[src/rtl/sketch_mask_pipe.sv]
// Three-stage sketch-mask pipeline: channel sums, divide-by-3 to gray/gradient, then mode mux
// and a per-frame edge-pixel counter. Threshold and mode are latched per frame on the sof pixel.
module sketch_mask_pipe #(
    parameter int DATA_W         = 8,
    parameter int THRESH_DEFAULT = 50,
    parameter int GAIN_SHIFT     = 1,
    parameter int CNT_W          = 20
) (
    input  logic              i_clk,
    input  logic              i_rst_n,
    input  logic              i_valid,
    input  logic              i_sof,
    input  logic [DATA_W-1:0] iRed,
    input  logic [DATA_W-1:0] iGreen,
    input  logic [DATA_W-1:0] iBlue,
    input  logic [DATA_W-1:0] iRed_G1,
    input  logic [DATA_W-1:0] iGreen_G1,
    input  logic [DATA_W-1:0] iBlue_G1,
    input  logic [DATA_W-1:0] i_thresh,
    input  logic [1:0]        i_mode,
    output logic              o_valid,
    output logic              o_sof,
    output logic [DATA_W-1:0] oRed,
    output logic [DATA_W-1:0] oGreen,
    output logic [DATA_W-1:0] oBlue,
    output logic [CNT_W-1:0]  o_edge_count,
    output logic              o_count_valid
);
    localparam int SW = DATA_W + 2;
    localparam int KW = DATA_W + 3;
    localparam logic [SW-1:0]     THREE  = SW'(3);
    localparam logic [DATA_W-1:0] MAX    = '1;
    localparam logic [DATA_W-1:0] THR_RST = DATA_W'(THRESH_DEFAULT);

    // Frame-level shadows of threshold and mode
    logic [DATA_W-1:0] thr_q, thr_d;
    logic [1:0]        mode_q, mode_d;
    logic              load;

    logic              s1_vld_q, s1_sof_q;
    logic [SW-1:0]     s1_sum_q, s1_sg_q;
    logic [DATA_W-1:0] s1_r_q, s1_g_q, s1_b_q, s1_thr_q;
    logic [1:0]        s1_mode_q;

    logic              s2_vld_q, s2_sof_q;
    logic [DATA_W-1:0] s2_gray_q, s2_grad_q, s2_r_q, s2_g_q, s2_b_q, s2_thr_q;
    logic [1:0]        s2_mode_q;

    logic              vld_q, sof_q, cv_q, cv_d;
    logic [DATA_W-1:0] r_q, g_q, b_q, r_d, g_d, b_d;
    logic [CNT_W-1:0]  acc_q, acc_d, cnt_q, cnt_d;

    logic              edge_px;
    logic [KW-1:0]     shifted;
    logic [DATA_W-1:0] sk;

    assign load   = i_valid & i_sof;
    assign thr_d  = load ? i_thresh : thr_q;
    assign mode_d = load ? i_mode : mode_q;

    // Stage 1: sums, passthrough, and frame parameters bound to the pixel
    always_ff @(posedge i_clk) begin
        if (!i_rst_n) begin
            thr_q     <= THR_RST;
            mode_q    <= 2'd1;
            s1_vld_q  <= 1'b0;
            s1_sof_q  <= 1'b0;
            s1_sum_q  <= '0;
            s1_sg_q   <= '0;
            s1_r_q    <= '0;
            s1_g_q    <= '0;
            s1_b_q    <= '0;
            s1_thr_q  <= '0;
            s1_mode_q <= '0;
        end else begin
            thr_q     <= thr_d;
            mode_q    <= mode_d;
            s1_vld_q  <= i_valid;
            s1_sof_q  <= load;
            s1_sum_q  <= SW'(iRed) + SW'(iGreen) + SW'(iBlue);
            s1_sg_q   <= SW'(iRed_G1) + SW'(iGreen_G1) + SW'(iBlue_G1);
            s1_r_q    <= iRed;
            s1_g_q    <= iGreen;
            s1_b_q    <= iBlue;
            s1_thr_q  <= thr_d;
            s1_mode_q <= mode_d;
        end
    end

    // Stage 2: exact divide-by-3; quotient of a 3*MAX sum always fits DATA_W
    always_ff @(posedge i_clk) begin
        if (!i_rst_n) begin
            s2_vld_q  <= 1'b0;
            s2_sof_q  <= 1'b0;
            s2_gray_q <= '0;
            s2_grad_q <= '0;
            s2_r_q    <= '0;
            s2_g_q    <= '0;
            s2_b_q    <= '0;
            s2_thr_q  <= '0;
            s2_mode_q <= '0;
        end else begin
            s2_vld_q  <= s1_vld_q;
            s2_sof_q  <= s1_sof_q;
            s2_gray_q <= DATA_W'(s1_sum_q / THREE);
            s2_grad_q <= DATA_W'(s1_sg_q / THREE);
            s2_r_q    <= s1_r_q;
            s2_g_q    <= s1_g_q;
            s2_b_q    <= s1_b_q;
            s2_thr_q  <= s1_thr_q;
            s2_mode_q <= s1_mode_q;
        end
    end

    assign edge_px = s2_grad_q > s2_thr_q;
    assign shifted = KW'(s2_gray_q) << GAIN_SHIFT;
    assign sk      = (shifted > KW'(MAX)) ? MAX : shifted[DATA_W-1:0];

    always_comb begin
        r_d = s2_r_q;
        g_d = s2_g_q;
        b_d = s2_b_q;
        unique case (s2_mode_q)
            2'd0: ;
            2'd1: begin
                r_d = edge_px ? '0 : sk;
                g_d = r_d;
                b_d = r_d;
            end
            2'd2: begin
                r_d = edge_px ? MAX : MAX - sk;
                g_d = r_d;
                b_d = r_d;
            end
            default: begin
                r_d = edge_px ? '0 : MAX;
                g_d = r_d;
                b_d = r_d;
            end
        endcase
    end

    // Sof pixel publishes the finished frame and seeds the new one with its own edge bit
    always_comb begin
        acc_d = acc_q;
        cnt_d = cnt_q;
        cv_d  = 1'b0;
        if (s2_vld_q) begin
            if (s2_sof_q) begin
                cnt_d = acc_q;
                cv_d  = 1'b1;
                acc_d = CNT_W'(edge_px);
            end else if (edge_px && acc_q != '1) begin
                acc_d = acc_q + 1'b1;
            end
        end
    end

    always_ff @(posedge i_clk) begin
        if (!i_rst_n) begin
            vld_q <= 1'b0;
            sof_q <= 1'b0;
            r_q   <= '0;
            g_q   <= '0;
            b_q   <= '0;
            acc_q <= '0;
            cnt_q <= '0;
            cv_q  <= 1'b0;
        end else begin
            vld_q <= s2_vld_q;
            sof_q <= s2_sof_q;
            r_q   <= r_d;
            g_q   <= g_d;
            b_q   <= b_d;
            acc_q <= acc_d;
            cnt_q <= cnt_d;
            cv_q  <= cv_d;
        end
    end

    assign o_valid       = vld_q;
    assign o_sof         = sof_q;
    assign oRed          = r_q;
    assign oGreen        = g_q;
    assign oBlue         = b_q;
    assign o_edge_count  = cnt_q;
    assign o_count_valid = cv_q;
endmodule

[config.mk]
export PLATFORM = sky130hd
export DESIGN_NAME = sketch_mask_pipe
export DESIGN_NICKNAME = d
export VERILOG_FILES = /design/src/rtl/sketch_mask_pipe.sv
export SDC_FILE = /design/constraint.sdc
export NUM_CORES = 1
export LEC_CHECK = 0
export BUFFER_PORTS_ARGS = -buffer_cell sky130_fd_sc_hd__buf_2
export CORE_UTILIZATION = 62
export DETAILED_ROUTE_END_ITERATION = 7
export GPL_ROUTABILITY_DRIVEN = 1
export GPL_TIMING_DRIVEN = 0
export PLACE_DENSITY = 0.85
export SETUP_SLACK_MARGIN = 0.05
export SLEW_MARGIN = 20
export SYNTH_ARGS = -nofsm -noshare
export SYNTH_HDL_FRONTEND = slang
export SYNTH_SLANG_ARGS = --single-unit
[constraint.sdc]
create_clock -name i_clk -period 5.63 [get_ports i_clk]
set_input_delay 0.8445 -clock i_clk [delete_from_list [all_inputs] [get_ports i_clk]]
set_output_delay 0.8445 -clock i_clk [all_outputs]
set_load 0.01 [all_outputs]
==> summary.md <==
| Metric | Value |
|---|---|
| Status | finished, final reports clean |
| Clock Latency Late Sink | 0.44 ns |
| Total routed wirelength | 18100 µm |
| Clk buf depth | 2 |
| Root buffer cell | clkbuf_16 |
| Chip width | 118 µm |
| Largest net degree at the start of global routing | 20 |
| Synthesized area | 8350 µm² |
| Synth warn | 0 |
| 1st-iter DRT viols | 489 |
| Clock-pin slew on the worst setup and hold paths | 0.08 ns |
| Place WS | 2.41 ns |
| Pwr dens | 386 nW/µm² |
| Post-synthesis cell type with the largest combined area | dfxtp_1 |
| Internal power | 2.51 mW |
| Post-route core utilization | 0.738 |
| Hold bufs inserted after CTS | 0 |
| CP max FO | 10 |
| First-pass GRT wire length | 30000 µm |
| GP Congestion | 0.901 |
| Worst slew pin tran | 0.689 ns |
| Syn Inst Count | 909 |
| Final Hold Viols | 0 |
| H-tree levels | 4 |
| Endpoints failing setup | 0 |
| Grt met2 use | 0.459 |
| Total track usage | 0.269 |
| TritonCTS clock tree | built |
| Crit path DAT | 3.23 ns |
| Post-route ant nets | 0 |
| Final worst slack | 2.72 ns |
| RSZ-0062 raised after global routing | no |
| Logic pwr share | 0.297 |
| Post-synth top area share | 0.429 |
| Setup tns final | 0 ns |
| Post-Layout Inst Area | 9730 µm² |
| Syn_nets | 1014 |
| Final HPWL DP | 12700 µm |
| Syn-to-layout area delta | 16.5% |
| Worst hold path class | reg2reg |
| Reg2Reg Depth | 12 |
| Final slew viol count | 0 |
| DRT Pass-1 Iters | 6 |
| Area after DPL | 9110 µm² |
| Synth area leaders | dfxtp_1 (43%), and2_1 (6.2%), fa_1 (4.3%) |
| Starting Density | 0.633 |
| Worst EP required | 5.95 ns |
| Routed vias | 6772 |
| Synth Area per Inst | 9.19 µm² |
| M1 GR Usage | 0.337 |
| Via count of the first global-routing pass | 6386 |
| Share of cells above drive strength 1 | 0.182 |
| Sink Count | 179 |
| GRT overflow | 0 |
| Distinct cells, synth | 81 |
| Period utilisation layout | 0.518 |
| Yosys reg bits | 179 |
| Async SR Flop Fraction | 0 |
| GRT met3 Usage | 0.0499 |
| Slew headroom | 0.538 |
| Clock Skew | 0.0175 ns |
| Row count | 42 |
| Ys flop type | dfxtp_1 |
| Via density | 5.52 |
| Die Height | 118 µm |
| Initial antenna violation count | 1 |
| Sequential share of power | 0.384 |
| WHS Path Cells | 1 |
| Crit start category | flip-flop |
| P_leak | 4.06 nW |
| Drc violations | 0 |
| Setup crit end kind | flip-flop |
| Post-synth EDFFs | 0 |
| Sw Pwr | 1.24 mW |
| Minimum clock period | 2.91 ns |
| PostCTS Resize Cnt | 0 |
| NumNets Final | 1141 |
| Post-CTS setup buffers | 0 |
| Crit Path Category | reg2reg |
| Core Region | 13200 µm² |
| Busiest grt layer | met2 |
| Max cap viols | 0 |
| Clock power frac | 0.319 |
| Wire length per cell | 14.8 µm |
| Post-synthesis sequential area ratio | 0.429 |
| Sw Share | 0.331 |
| Inserted Clock Buffers | 17 |
| Max Clock Freq | 343 MHz |
| I/O Pins | 109 |
| Peak supply drop | 0.254 mV |
| Die area | 13900 µm² |
| Count of input and output buffers | 108 |
power groups by stage:
| stage | sequential (mW) | combinational, mW | clock [mW] |
|---|---|---|---|
| 3_3_place_gp | 1.46 | 1.06 | 0 |
| 5_1_grt | 1.45 | 1.24 | 1.27 |
| 3_5_place_dp | 1.46 | 1.09 | 0 |
| 6_report | 1.44 | 1.11 | 1.20 |
| 4_1_cts | 1.44 | 1.10 | 1.21 |
| 2_1_floorplan | 1.46 | 0.841 | 0 |
layout make-up:
| cell class | count | area [µm²] |
|---|---|---|
| well taps | 176 | 220 |
| fillers | 921 | 3460 |
| plain buffers | 52 | 259 |
| clock buffers | 17 | 425 |
| flip-flops and latches | 179 | 3580 |
| diodes | 1 | 2.50 |
| repair buffers | 108 | 541 |
| multi-input cells | 637 | 4360 |
| clock inverters | 15 | 189 |
| inverters | 41 | 154 |
cell usage after synthesis, types with 10 or more instances:
| library cell | instances |
|---|---|
| nand3_1 | 14 |
| nor2_1 | 44 |
| fa_1 | 18 |
| nor2b_1 | 25 |
| dfxtp_1 | 179 |
| nor3b_1 | 12 |
| clkbuf_1 | 33 |
| and2_1 | 83 |
| nor3_1 | 10 |
| nand2_1 | 90 |
| o21ai_0 | 51 |
| a21oi_1 | 55 |
| a21boi_0 | 22 |
| xnor2_1 | 20 |
| ha_1 | 25 |
| nand2b_1 | 13 |
| inv_1 | 39 |
| xor2_1 | 14 |
cell usage in the layout (no fill, tap or decap), types with 5 or more instances in the layout:
cell / netlist / routed
clkbuf_16: 0 / 17
a21oi_1: 55 / 55
a31oi_1: 5 / 5
clkbuf_1: 33 / 33
dfxtp_1: 179 / 179
fa_1: 18 / 18
xor2_1: 14 / 14
a21o_1: 6 / 6
nand3b_1: 8 / 8
mux2i_1: 7 / 7
nand2_1: 90 / 90
a21boi_0: 22 / 22
nand3_1: 14 / 14
o21bai_1: 7 / 7
and3_1: 9 / 9
buf_2: 9 / 117
nor2b_1: 25 / 25
buf_6: 5 / 5
o211ai_1: 6 / 6
nor2_1: 44 / 44
ha_1: 25 / 25
o22a_1: 6 / 6
o21ai_0: 51 / 51
nor3_1: 10 / 10
nand2b_1: 13 / 13
o21ai_1: 6 / 6
and2_1: 83 / 83
nor3b_1: 12 / 12
xnor2_1: 20 / 20
inv_1: 39 / 39
per-layer routing:
| layer | routed length (µm) | up-vias |
|---|---|---|
| met1 | 8180 | 3176 |
| met3 | 760 | 33 |
| met5 | 0 | - |
| li1 | - | 3345 |
| met4 | 399 | 0 |
| met2 | 8800 | 218 |
sequential cells by signal (all words and copies together) (netlist names), 10 cells and up:
name,flops
acc_q,20
o_edge_count,20
s1_sg_q,10
s1_sum_q,10
worst max-delay path, stage by stage (launching register included):
cell and delay [ns]:
dfxtp_1 0.44, buf_2 0.26, clkbuf_1 0.33, o21ai_0 0.15, a32oi_1 0.21, o211ai_1 0.11, o311ai_1 0.13, o31a_1 0.24
o21a_2 0.19, inv_1 0.05, ha_1 0.28, a221oi_1 0.27, a21oi_1 0.12
final timing paths:
kind,from,to,slack (ns)
max,s1_sum_q[3]$_SDFF_PN0_,s2_gray_q[0]$_SDFF_PN0_,2.72
min,s1_r_q[1]$_SDFF_PN0_,s2_r_q[1]$_SDFF_PN0_,0.43
min reg2reg,s1_r_q[1]$_SDFF_PN0_,s2_r_q[1]$_SDFF_PN0_,0.43
max reg2reg,s1_sum_q[3]$_SDFF_PN0_,s2_gray_q[0]$_SDFF_PN0_,2.72
kinds of logic (layout without fill, tap and decap cells):
| group | count (synthesis) | after routing | synth area share |
|---|---|---|---|
| fa+ha+maj | 43 | 43 | 0.0806 |
| mux | 10 | 10 | 0.0142 |
| simple gates | 335 | 335 | 0.219 |
| xor+xnor | 34 | 34 | 0.0357 |
| compound gates | 215 | 215 | 0.172 |
| buf+inv | 93 | 233 | 0.0494 |
| other cells | 0 | 1 | 0 |
| flops | 179 | 179 | 0.429 |
metrics by stage:
stage	hold slack, ns	total power, mW	std cells
floorplan	0.412	2.30	909
global placement	0.416	2.52	1193
detailed placement	0.417	2.55	1193
CTS	0.433	3.75	1225
global route	0.454	3.96	1226
finish	0.428	3.75	1226
Power figures use the tool's default switching activity.
